[config.mk]
export PLATFORM = sky130hd
export DESIGN_NAME = ntt_addr_gen
export DESIGN_NICKNAME = d
export VERILOG_FILES = /design/src/rtl/ntt_addr_gen.sv
export SDC_FILE = /design/constraint.sdc
export NUM_CORES = 1
export LEC_CHECK = 0
export ABC_AREA = 1
export BUFFER_PORTS_ARGS = -buffer_cell sky130_fd_sc_hd__buf_2
export CORE_AREA = 2 2 98 171
export DETAILED_ROUTE_END_ITERATION = 10
export DIE_AREA = 0 0 100 173
export PLACE_DENSITY_LB_ADDON = 0.12
export RECOVER_POWER = 100
export SYNTH_ARGS = -nofsm -noshare
export SYNTH_HDL_FRONTEND = slang
export SYNTH_SLANG_ARGS = --single-unit
export TNS_END_PERCENT = 20
[constraint.sdc]
create_clock -name clk -period 9.48 [get_ports clk]
set_input_delay 0.948 -clock clk [delete_from_list [all_inputs] [get_ports clk]]
set_output_delay 0.948 -clock clk [all_outputs]
set_load 0.005 [all_outputs]
[src/rtl/ntt_addr_gen.sv]
// ----------------------------------------------------------------------------
// ntt_addr_gen
// Address sequencer for an in-place radix-2 NTT. For every butterfly beat it
// issues the read address pair and twiddle index, then replays the same
// address pair as a write pair after a fixed butterfly latency.
//
// Parameters
//   LOG_N     log2 of the ring size N (2..16)
//   WR_DELAY  butterfly latency, read beat to write beat (1..32)
//
// Ports
//   clk         rising-edge clock
//   rst         synchronous active-low reset
//   start       request one transform (sampled only while idle)
//   mode        0 = forward (pivot descends), 1 = inverse (pivot ascends)
//   stall       freezes sequencing and the write delay line
//   rd_addr_a   lower read address       rd_addr_b  upper read address
//   rd_valid    read pair valid          tw_idx     twiddle ROM index
//   stage       stage of current beat    last_stage final stage flag
//   wr_addr_a   lower write address      wr_addr_b  upper write address
//   wr_valid    write pair valid
//   busy        transform in progress    done       one-cycle completion pulse
// ----------------------------------------------------------------------------
module ntt_addr_gen #(
   parameter int LOG_N    = 8,
   parameter int WR_DELAY = 11
) (
   input  logic                     clk,
   input  logic                     rst,
   input  logic                     start,
   input  logic                     mode,
   input  logic                     stall,
   output logic [LOG_N-1:0]         rd_addr_a,
   output logic [LOG_N-1:0]         rd_addr_b,
   output logic                     rd_valid,
   output logic [LOG_N-2:0]         tw_idx,
   output logic [$clog2(LOG_N)-1:0] stage,
   output logic                     last_stage,
   output logic [LOG_N-1:0]         wr_addr_a,
   output logic [LOG_N-1:0]         wr_addr_b,
   output logic                     wr_valid,
   output logic                     busy,
   output logic                     done
);

   localparam int SW = $clog2(LOG_N);
   // delay-line entry: {valid, final_beat, addr_a, addr_b}
   localparam int DW = 2 * LOG_N + 2;
   localparam logic [LOG_N-2:0] J_MAX     = {(LOG_N-1){1'b1}};
   localparam logic [LOG_N-2:0] J_ONE     = (LOG_N-1)'(1'b1);
   localparam logic [SW-1:0]    S_MAX     = SW'(LOG_N - 1);
   localparam logic [SW-1:0]    STAGE_ONE = SW'(1'b1);

   typedef enum logic [1:0] {
      ST_IDLE  = 2'd0,
      ST_READ  = 2'd1,
      ST_DRAIN = 2'd2
   } state_t;

   state_t           state_r, state_nxt_s;
   logic [LOG_N-2:0] j_r, j_nxt_s;
   logic [SW-1:0]    stage_r, stage_nxt_s;
   logic             mode_r, mode_nxt_s;

   logic             rd_valid_nxt_s;
   logic [SW-1:0]    pivot_nxt_s;
   logic [LOG_N-1:0] addr_a_nxt_s, addr_b_nxt_s;
   logic [LOG_N-2:0] tw_nxt_s;
   logic             final_beat_s;
   logic             wr_final_s;

   logic [LOG_N-1:0] rd_addr_a_r, rd_addr_b_r;
   logic             rd_valid_r;
   logic [LOG_N-2:0] tw_idx_r;
   logic             last_stage_r;
   logic             busy_r;
   logic             done_r;

   logic [DW-1:0]    dl_r    [WR_DELAY];
   logic [DW-1:0]    dl_in_s [WR_DELAY];

   // Lower address: open a zero at bit p of the butterfly counter j.
   function automatic logic [LOG_N-1:0] lo_addr(input logic [LOG_N-2:0] j,
                                                input logic [SW-1:0]    p);
      logic [LOG_N-1:0] jx;
      logic [LOG_N-1:0] mask;
      jx   = {1'b0, j};
      mask = (LOG_N'(1'b1) << p) - LOG_N'(1'b1);
      return (((jx >> p) << 1'b1) << p) | (jx & mask);
   endfunction

   // Twiddle index: low p bits of j scaled up to the full ROM range.
   // When p = LOG_N-1 the shifted one falls off the top, so the mask wraps
   // to all ones, which is exactly the intended full mask.
   function automatic logic [LOG_N-2:0] tw_of(input logic [LOG_N-2:0] j,
                                              input logic [SW-1:0]    p);
      logic [LOG_N-2:0] mask;
      logic [SW-1:0]    sh;
      mask = ((LOG_N-1)'(1'b1) << p) - (LOG_N-1)'(1'b1);
      sh   = S_MAX - p;
      return (j & mask) << sh;
   endfunction

   // Sequencer next-state: beat counter j, stage counter and phase.
   always_comb begin
      state_nxt_s = state_r;
      j_nxt_s     = j_r;
      stage_nxt_s = stage_r;
      mode_nxt_s  = mode_r;
      case (state_r)
         ST_IDLE: begin
            // a stalled pipeline does not accept a new transform
            if (start && !stall) begin
               state_nxt_s = ST_READ;
               j_nxt_s     = {(LOG_N-1){1'b0}};
               stage_nxt_s = {SW{1'b0}};
               mode_nxt_s  = mode;
            end else begin
               state_nxt_s = ST_IDLE;
            end
         end
         ST_READ: begin
            if (stall) begin
               state_nxt_s = ST_READ;
            end else if (j_r == J_MAX) begin
               j_nxt_s = {(LOG_N-1){1'b0}};
               if (stage_r == S_MAX) begin
                  stage_nxt_s = {SW{1'b0}};
                  state_nxt_s = ST_DRAIN;
               end else begin
                  stage_nxt_s = stage_r + STAGE_ONE;
               end
            end else begin
               j_nxt_s = j_r + J_ONE;
            end
         end
         ST_DRAIN: begin
            // the cycle showing the final write is the done cycle
            if (wr_final_s) begin
               state_nxt_s = ST_IDLE;
            end else begin
               state_nxt_s = ST_DRAIN;
            end
         end
         default: begin
            state_nxt_s = ST_IDLE;
            j_nxt_s     = {(LOG_N-1){1'b0}};
            stage_nxt_s = {SW{1'b0}};
         end
      endcase
   end

   // Read-beat datapath for the next beat; everything is zero when idle.
   always_comb begin
      rd_valid_nxt_s = (state_nxt_s == ST_READ);
      if (mode_nxt_s) begin
         pivot_nxt_s = stage_nxt_s;
      end else begin
         pivot_nxt_s = S_MAX - stage_nxt_s;
      end
      if (rd_valid_nxt_s) begin
         addr_a_nxt_s = lo_addr(j_nxt_s, pivot_nxt_s);
         addr_b_nxt_s = addr_a_nxt_s | (LOG_N'(1'b1) << pivot_nxt_s);
         tw_nxt_s     = tw_of(j_nxt_s, pivot_nxt_s);
      end else begin
         addr_a_nxt_s = {LOG_N{1'b0}};
         addr_b_nxt_s = {LOG_N{1'b0}};
         tw_nxt_s     = {(LOG_N-1){1'b0}};
      end
   end

   // Delay-line inputs: slot 0 takes the current read beat, others shift.
   always_comb begin
      final_beat_s = (state_r == ST_READ) && (j_r == J_MAX) && (stage_r == S_MAX);
      dl_in_s[0]   = {rd_valid_r, final_beat_s, rd_addr_a_r, rd_addr_b_r};
      for (int i = 1; i < WR_DELAY; i++) begin
         dl_in_s[i] = dl_r[i-1];
      end
      wr_final_s = dl_r[WR_DELAY-1][DW-1] & dl_r[WR_DELAY-1][DW-2];
   end

   // State, read outputs, delay line and status registers.
   always_ff @(posedge clk) begin
      if (!rst) begin
         state_r      <= ST_IDLE;
         j_r          <= {(LOG_N-1){1'b0}};
         stage_r      <= {SW{1'b0}};
         mode_r       <= 1'b0;
         rd_addr_a_r  <= {LOG_N{1'b0}};
         rd_addr_b_r  <= {LOG_N{1'b0}};
         rd_valid_r   <= 1'b0;
         tw_idx_r     <= {(LOG_N-1){1'b0}};
         last_stage_r <= 1'b0;
         busy_r       <= 1'b0;
         done_r       <= 1'b0;
         for (int i = 0; i < WR_DELAY; i++) begin
            dl_r[i] <= {DW{1'b0}};
         end
      end else begin
         state_r      <= state_nxt_s;
         j_r          <= j_nxt_s;
         stage_r      <= stage_nxt_s;
         mode_r       <= mode_nxt_s;
         rd_addr_a_r  <= addr_a_nxt_s;
         rd_addr_b_r  <= addr_b_nxt_s;
         rd_valid_r   <= rd_valid_nxt_s;
         tw_idx_r     <= tw_nxt_s;
         last_stage_r <= rd_valid_nxt_s && (stage_nxt_s == S_MAX);
         busy_r       <= (state_nxt_s != ST_IDLE);
         if (!stall) begin
            for (int i = 0; i < WR_DELAY; i++) begin
               dl_r[i] <= dl_in_s[i];
            end
            // done rises together with the tail entry carrying the final beat
            done_r <= dl_in_s[WR_DELAY-1][DW-1] & dl_in_s[WR_DELAY-1][DW-2];
         end else begin
            done_r <= 1'b0;
         end
      end
   end

   assign rd_addr_a  = rd_addr_a_r;
   assign rd_addr_b  = rd_addr_b_r;
   assign rd_valid   = rd_valid_r;
   assign tw_idx     = tw_idx_r;
   assign stage      = stage_r;
   assign last_stage = last_stage_r;
   assign wr_valid   = dl_r[WR_DELAY-1][DW-1];
   assign wr_addr_a  = dl_r[WR_DELAY-1][2*LOG_N-1:LOG_N];
   assign wr_addr_b  = dl_r[WR_DELAY-1][LOG_N-1:0];
   assign busy       = busy_r;
   assign done       = done_r;

endmodule

==> impl_metrics.json, run 1 <==
{
  "gp_congestion": 0.872,
  "grt_busiest_layer": "met2",
  "fp.dieH_um": 173,
  "grt_pass1_vias": 5902,
  "cp-start-kind": "input pin",
  "coreArea_mm2": 0.0159,
  "failed_checks": "max-capacitance violations, max-slew violations",
  "crit_type": "input pin to flop",
  "worst_pin_slew_ps": 3280,
  "crit_required_ps": 9820,
  "final_util": 0.697,
  "antenna_found_initial": 0,
  "power_density_mw_per_mm2": 206,
  "avgViaCountPerCell": 4.94,
  "drive_above_1_share": 0.108,
  "cts.path.max_buffers": 3,
  "cts_resized": 0,
  "cts_num_sinks": 238,
  "met1_usage": 0.222,
  "cts-root-buf": "clkbuf_16",
  "synth.yosys.seq_area_share": 0.663,
  "fin_nets": 1029,
  "status": "complete, but fails checks",
  "wl_per_cell_um": 13.7,
  "routed_wl_mm": 16.8,
  "drt_iter0_markers": 274,
  "area_delta_synth_final_pct": 8.75,
  "hp-class": "flop to flop",
  "power_uw": 2280,
  "row_count": 61,
  "placed_cells": 1185,
  "pin_count": 52,
  "gr-usage-met2": 0.364,
  "drc": 0,
  "portBuffers": 51,
  "grt_setup_unrepaired": "no",
  "dp_hpwl_mm": 10.6,
  "fin_setup_tns_ps": 0,
  "cts_tree": "done",
  "clk_pin_slew_ps": 60,
  "ys_top_cells_by_area": "edfxtp_1, inv_1, nor2_1, dfxtp_1, nand2_1",
  "start_util": 0.641,
  "instances_no_fill": 1225,
  "antennaDiodeCount": 0,
  "die-width_um": 100,
  "dieArea_mm2": 0.0173,
  "ys_ff_latch": 238,
  "critPathMaxFanout": 105,
  "synthCells": 1002,
  "ys_types": 38,
  "fmax_ghz": 0.211,
  "post-route-period-util": 0.499,
  "synth_fp_nets": 1011,
  "overflow": 0,
  "crit_path_end_kind": "flop",
  "post_cts_buffers": 0,
  "ant_nets": 0,
  "num_vias": 6046,
  "cts_buffers": 22,
  "yosys_warnings": 0,
  "slew_viol_final": 150,
  "grt_pass1_wl_mm": 27.2,
  "clock_latency_ps": 500,
  "hold_violations": 0,
  "ir_worst_vdd_mv": 0.176,
  "track_usage": 0.196,
  "max_slew_margin": -1.19,
  "cts_hold_buf": 0,
  "grt_max_degree": 106,
  "final.min_clock_period_ps": 4730,
  "yosysTopAreaCellShare": 0.584,
  "p_leak_uw": 0.00480,
  "drv_cap": 2,
  "htreeDepth": 1,
  "grt_use_met3": 0.0279,
  "netlist_area_mm2": 0.0102,
  "yosys.area.top_type": "edfxtp_1",
  "clock_skew_ps": 7.07,
  "cp.arrival_ps": 5070,
  "syn_avg_cell_area_um2": 10.2,
  "dr.pass1.iters": 4,
  "setup_viol": 0
}
-- synthesized netlist by cell type (all sizes together) --
library cell	n
buf	38
nand2	142
a31oi	1
inv	237
or2	1
nand4	2
o31ai	1
xor2	2
a21oi	10
edfxtp	198
o211ai	1
o21bai	3
nand3b	1
o21ai	14
a21boi	1
clkbuf	22
a221oi	2
nor4b	1
nor3	1
dfxtp	40
nand3	54
nor2	224
ha	4
clkinv	1
o22ai	1
-- cell usage in the layout (no fill, tap or decap), types with 2 or more instances in the layout --
cell type | Yosys | routed
inv_1 | 230 | 231
edfxtp_1 | 198 | 198
nand3_2 | 7 | 7
clkbuf_16 | 0 | 27
a221oi_1 | 2 | 2
a21oi_1 | 10 | 10
ha_1 | 4 | 4
nand2_1 | 123 | 123
o21ai_1 | 7 | 5
nand3_1 | 46 | 46
nand4_1 | 2 | 2
o21ai_0 | 5 | 7
dfxtp_1 | 40 | 40
nand2_2 | 11 | 11
o21bai_1 | 3 | 3
nor2_4 | 2 | 2
clkbuf_1 | 22 | 20
nand2_4 | 7 | 7
nor2_2 | 4 | 2
buf_4 | 33 | 3
clkbuf_8 | 0 | 5
nor2_8 | 2 | 2
clkinv_1 | 1 | 3
buf_2 | 1 | 33
nor2_1 | 216 | 218
o21ai_2 | 2 | 2
xor2_1 | 2 | 2
inv_2 | 7 | 6
-- final cells by class --
class,count,area [um2]
flip-flops and latches,238,6750
inverters,238,893
repair buffers,54,255
clock inverters,5,28.8
fillers,1248,4810
clock buffers,35,756
well taps,189,236
multi-input cells,466,2150
-- through the flow --
| step | hold slack (ps) | cell area (um2) | setup WS, ps |
|---|---|---|---|
| after detailed placement | 500 | 10300 | 5540 |
| final | 510 | 11100 | 4750 |
| after floorplan | 477 | 10200 | 3140 |
| after global routing | 537 | 11100 | 4150 |
| after CTS | 509 | 11100 | 6070 |
| after global placement | 483 | 10300 | 5550 |
-- sequential cells by signal, indices dropped and copies added (netlist names), 2 cells and up --
register / flops
rd_addr_b: 8
tw_idx: 7
j_r: 7
rd_addr_a: 8
state_r: 2
dl_r: 198
stage: 3
-- power breakdown --
group	switching [uW]	internal, uW	total, uW
clock	366	550	916
combinational	113	41.4	154
sequential	18.1	1200	1210
-- per-layer routing --
metal  routed length [um]  vias up
met5                    0        -
met4                  502        0
li1                     -     3092
met2                 9070      105
met3                  590       27
met1                 6600     2822
-- cell families after synthesis --
| logic type | synth area share |
|---|---|
| xor+xnor | 0.00172 |
| flops | 0.663 |
| buf+inv | 0.125 |
| fa+ha+maj | 0.00492 |
| compound gates | 0.0199 |
| simple gates | 0.185 |
-- critical path, stage by stage --
cell	delay [ps]
clkbuf_1	720
nand2_1	2070
buf_4	1030
nor2_1	220
-- worst paths after layout --
path                                           startpoint  slack [ps]  cells past startpoint                          to
worst min register to register  dl_r[9][11]$_SDFFCE_PN0P_         510                      2  dl_r[10][11]$_SDFFCE_PN0P_
worst max-delay path                                  rst        4750                      4   dl_r[4][10]$_SDFFCE_PN0P_
worst min-delay path            dl_r[9][11]$_SDFFCE_PN0P_         510                      2  dl_r[10][11]$_SDFFCE_PN0P_
worst max register to register          j_r[0]$_SDFF_PN0_        6370                     17        tw_idx[5]$_SDFF_PN0_
Power figures use the tool's default switching activity.
==> run 2: changes to the inputs <==
- CORE_AREA: 2 2 98 171 -> 2 2 106 185
- DIE_AREA: 0 0 100 173 -> 0 0 108 187
- clock period: 9.48 -> 4.25 ns (I/O delays scaled with it)
==> impl_metrics.json, run 2 (synthesis results as in run 1) <==
{
  "fin_setup_tns_ps": 0,
  "critical-path-top-delay-family": "simple AND/OR/NAND/NOR gates",
  "wl_per_cell_um": 13.2,
  "overflow": 0,
  "grt_max_degree": 94,
  "pin_count": 52,
  "grt_pass1_vias": 5972,
  "hp-class": "input pin to flop",
  "final_common_cell": "inv_1",
  "power_switching_uw": 1110,
  "ant_nets": 0,
  "drc": 0,
  "portBuffers": 51,
  "grt_setup_unrepaired": "no",
  "ir_worst_vdd_mv": 0.342,
  "r2r_setup_slack_ps": 760,
  "row_count": 67,
  "status": "complete, but fails checks",
  "layout_common_cells": "inv_1, nor2_1, edfxtp_1",
  "routed_wl_mm": 17.0,
  "final_util": 0.586,
  "dp_hpwl_mm": 11.1,
  "htreeDepth": 1,
  "crit_path_end_kind": "flop",
  "drive_above_1_share": 0.0998,
  "largest_register_ffs": 198,
  "crit_path_top_delay_cell": "dfxtp_1",
  "crit_type": "flop to flop",
  "start_util": 0.540,
  "hold_violations": 0,
  "avgViaCountPerCell": 4.76,
  "setup_viol": 0,
  "dieArea_mm2": 0.0202,
  "post_cts_buffers": 0,
  "max_slew_margin": -0.422,
  "power_density_mw_per_mm2": 446,
  "final.min_clock_period_ps": 3490,
  "drt_iter0_markers": 218,
  "track_usage": 0.174,
  "crit_required_ps": 4680,
  "dr.pass1.iters": 4,
  "crit_top_cell": "nand2_1",
  "p_seq_frac": 0.549,
  "top_register": "dl_r",
  "die-width_um": 108,
  "internal_power_uw": 3820,
  "p_leak_uw": 0.00473,
  "grt_pass1_wl_mm": 28.1,
  "cts-root-buf": "clkbuf_16",
  "post-route-period-util": 0.821,
  "fin_nets": 1035,
  "slew_viol_final": 137,
  "fmax_ghz": 0.287,
  "cts_resized": 0,
  "slowest_delay_ps": 410,
  "path_buf_inv": 0,
  "drv_cap": 2,
  "cts.path.max_buffers": 3,
  "p_clk_frac": 0.379,
  "antennaDiodeCount": 0,
  "cp.arrival_ps": 3910,
  "clock_latency_ps": 500,
  "coreArea_mm2": 0.0189,
  "pwr-share-comb": 0.071,
  "cts_buffers": 22,
  "critPathMaxFanout": 12,
  "antenna_found_initial": 0,
  "cts_num_sinks": 238,
  "worst_pin_slew_ps": 2130,
  "fp.dieH_um": 187,
  "cts_tree": "done",
  "cp-start-kind": "flop",
  "num_vias": 6107,
  "clock_skew_ps": 9.58,
  "clk_pin_slew_ps": 70,
  "area_delta_synth_final_pct": 8.61,
  "cts_hold_buf": 0,
  "failed_checks": "max-capacitance violations, max-slew violations",
  "gp_congestion": 0.927,
  "cp_cell_sequence": "ha_1 > nand2_4 > nor2_1 > nand2_4 > nand2_1 > nand2_4 > nand3_1 > nand2_2 > nor2_1 > nand2_1 > ha_1 > or2_0 > o21ai_0 > o21ai_0 > nand2_1 > nand2_1 > a21oi_1",
  "switching_share": 0.225
}
==> run 2: cell count changes in the layout (fill, tap and decap cells not counted), moves of 2 or more <==
cell        delta
clkbuf_1      +12
buf_2          -6
clkbuf_8       -4
o21ai_0        +4
o21ai_1        -4
clkbuf_16      -3
clkinv_2       +3
clkbuf_2       +2
clkinvlp_4     +2
==> run 2: stage by stage <==
step	total power [uW]	hold WS (ps)	std cells	instance area (um2)	setup WS [ps]
final	4930	301	1283	11100	762
after global routing	5120	371	1283	11100	452
after CTS	5000	283	1283	11200	1180
after detailed placement	3120	493	1243	10500	1080
after global placement	3110	486	1243	10500	1150
after floorplan	3040	477	1002	10200	454
==> run 2: worst register-to-register path: cells and delay by family (launching register included) <==
kind            cells  cell delay (ps)
simple gates       12             1940
flops               1              410
compound gates      3              510
fa+ha+maj           2              540
==> run 2: cell type report <==
type | count | area [um2]
fill | 1657 | 7810
sequential | 238 | 6750
multi-input combinational | 466 | 2130
inverter | 238 | 893
clock buffer | 31 | 637
tap | 241 | 302
timing repair buffer | 60 | 293
clock inverter | 9 | 53.8
==> run 2: layer usage <==
layer	global-route usage	share of wire	wire (um)
met1	0.192	0.38	6390
met2	0.319	0.54	9220
met3	0.0233	0.034	580
met4	0.0897	0.046	781
met5	0	0	0
==> run 2: power groups by stage <==
stage	combinational [uW]	sequential [uW]	clock, uW
6_report	351	2710	1870
4_1_cts	365	2710	1930
3_5_place_dp	363	2760	0
2_1_floorplan	283	2760	0
5_1_grt	397	2720	2010
3_3_place_gp	362	2750	0
==> run 2: worst paths after layout <==
| path | end | startpoint | cells after the start |
|---|---|---|---|
| setup reg to reg | tw_idx[6]$_SDFF_PN0_ | j_r[0]$_SDFF_PN0_ | 17 |
| hold reg to reg | dl_r[10][4]$_SDFFCE_PN0P_ | dl_r[9][4]$_SDFFCE_PN0P_ | 2 |
| setup / recovery | tw_idx[6]$_SDFF_PN0_ | j_r[0]$_SDFF_PN0_ | 17 |
| hold / removal | mode_r$_SDFF_PN0_ | mode | 3 |
==> run 3: changes to the inputs <==
- CORE_AREA: 2 2 106 185 -> 2 2 101 176
- DIE_AREA: 0 0 108 187 -> 0 0 103 178
- clock period: 4.25 -> 3.58 ns (I/O delays scaled with it)
==> impl_metrics.json, run 3 (synthesis results as in run 1) <==
{
  "clk_pin_slew_ps": 60,
  "crit_type": "flop to flop",
  "track_usage": 0.189,
  "r2r_setup_slack_ps": 470,
  "critPathLaunch": "j_r[0]$_SDFF_PN0_",
  "internal_power_uw": 4490,
  "status": "complete, but fails checks",
  "p_seq_frac": 0.557,
  "clock_skew_ps": 8.06,
  "pwr-share-comb": 0.071,
  "cts.path.max_buffers": 3,
  "cp-endpoint": "tw_idx[6]$_SDFF_PN0_",
  "cts_tree": "done",
  "fin_nets": 1036,
  "crit_path_top_delay_cell": "dfxtp_1",
  "hp-class": "input pin to flop",
  "reg2reg_from": "j_r[0]$_SDFF_PN0_",
  "hold_violations": 0,
  "final_util": 0.653,
  "dp_hpwl_mm": 10.9,
  "avgViaCountPerCell": 4.68,
  "largest_register_ffs": 198,
  "path_buf_inv": 0,
  "clock_latency_ps": 490,
  "cts_buffers": 21,
  "start_util": 0.603,
  "drt_iter0_markers": 281,
  "dieArea_mm2": 0.0183,
  "ant_nets": 0,
  "area_delta_synth_final_pct": 8.31,
  "crit_top_cell": "nand2_1",
  "row_count": 63,
  "grt_pass1_wl_mm": 27.1,
  "drv_cap": 1,
  "crit_path_end_kind": "flop",
  "antenna_found_initial": 0,
  "failed_checks": "max-capacitance violations, max-slew violations",
  "setup_viol": 0,
  "p_clk_frac": 0.372,
  "gp_congestion": 0.868,
  "pin_count": 52,
  "final.min_clock_period_ps": 3110,
  "multi_input_area_mm2": 0.00214,
  "portBuffers": 51,
  "cp.arrival_ps": 3530,
  "post-route-period-util": 0.868,
  "slowest_delay_ps": 410,
  "cp-start-kind": "flop",
  "path_depth": 17,
  "p_leak_uw": 0.00473,
  "fmax_ghz": 0.322,
  "coreArea_mm2": 0.0169,
  "num_vias": 5933,
  "grt_pass1_vias": 5719,
  "placed_cells": 1231,
  "worst_pin_slew_ps": 1560,
  "antennaDiodeCount": 0,
  "layout_common_cells": "inv_1, nor2_1, edfxtp_1",
  "critical-path-top-delay-family": "simple AND/OR/NAND/NOR gates",
  "power_density_mw_per_mm2": 523,
  "cts_num_sinks": 238,
  "cts-root-buf": "clkbuf_16",
  "r2r_end": "tw_idx[6]$_SDFF_PN0_",
  "slew_viol_final": 72,
  "ir_worst_vdd_mv": 0.497,
  "fin_setup_tns_ps": 0,
  "die-width_um": 103,
  "fp.dieH_um": 178,
  "grt_max_degree": 82,
  "max_slew_margin": -0.0430,
  "ff_latch_area_mm2": 0.00675,
  "critPathMaxFanout": 12,
  "overflow": 0,
  "cts_resized": 0,
  "dr.pass1.iters": 5,
  "post_cts_buffers": 0,
  "reg2regPathDepth": 17,
  "power_switching_uw": 1280,
  "crit_required_ps": 4000,
  "cp_cell_sequence": "ha_1 > nand2_1 > nor2_8 > nand2_4 > nand2_1 > nand2_4 > nand3_1 > nand2_2 > nor2_1 > nand2_1 > ha_1 > or2_1 > o21ai_0 > o21ai_1 > nand2_1 > nand2_1 > a21oi_1",
  "hold_slack_ps": 241,
  "cts_hold_buf": 0,
  "fillers": 1408,
  "top_register": "dl_r",
  "routed_wl_mm": 16.5,
  "switching_share": 0.222,
  "drive_above_1_share": 0.101,
  "htreeDepth": 1,
  "grt_setup_unrepaired": "no",
  "wl_per_cell_um": 13.0,
  "final_common_cell": "inv_1",
  "instances_no_fill": 1269,
  "drc": 0
}
[run 3: cell count changes in the layout (fill, tap and decap cells not counted), moves of 2 or more]
cell       delta
buf_2         -4
o21ai_0       -2
nor2_2        +2
nand2_4       -2
clkbuf_1      +2
clkbuf_8      +3
nor2_1        -3
clkbuf_4      +2
nand2_2       +2
clkbuf_16     -2
o21ai_1       +2
[run 3: cell type report]
cell class / count / share of cell area
multi-input cells: 466 / 0.194
flip-flops and latches: 238 / 0.612
clock inverters: 9 / 0.00477
clock buffers: 29 / 0.0560
inverters: 238 / 0.0811
repair buffers: 62 / 0.0263
well taps: 227 / 0.0258
[run 3: worst min path at each step]
stage	startpoint	end	slack (ps)	depth (start not counted)
floorplan	dl_r[9][16]$_SDFFCE_PN0P_	done$_SDFF_PN0_	480	2
global placement	dl_r[9][13]$_SDFFCE_PN0P_	dl_r[10][13]$_SDFFCE_PN0P_	490	2
detailed placement	dl_r[9][5]$_SDFFCE_PN0P_	dl_r[10][5]$_SDFFCE_PN0P_	500	2
CTS	mode	mode_r$_SDFF_PN0_	230	3
global route	mode	mode_r$_SDFF_PN0_	270	3
finish	mode	mode_r$_SDFF_PN0_	240	3
[run 3: stage by stage]
stage	setup slack (ps)	total power, uW	area, um2
detailed placement	598	3700	10500
global placement	644	3700	10500
CTS	612	5860	11100
floorplan	926	3600	10200
global route	178	6020	11000
finish	472	5770	11000
[run 3: worst register-to-register path, cell delays in order, from the launching register on]
cell and delay, ps:
dfxtp_1 410, ha_1 210, nand2_1 160, nor2_8 170, nand2_4 70, nand2_1 200, nand2_4 100, nand3_1 120
nand2_2 200, nor2_1 200, nand2_1 90, ha_1 280, or2_1 270, o21ai_0 240, o21ai_1 120, nand2_1 70
nand2_1 50, a21oi_1 100
[run 3: layer usage]
metal | vias up | GRT usage | wire length (um)
li1 | 3098 | - | -
met1 | 2706 | 0.221 | 6540
met2 | 94 | 0.343 | 8860
met3 | 35 | 0.0247 | 556
met4 | 0 | 0.0735 | 545
met5 | - | 0 | 0
[run 3: power by group through the flow]
stage / combinational (uW) / clock, uW / sequential [uW]
CTS: 433 / 2210 / 3210
finish: 408 / 2150 / 3210
floorplan: 337 / 0 / 3260
global route: 468 / 2320 / 3230
detailed placement: 431 / 0 / 3270
global placement: 430 / 0 / 3270
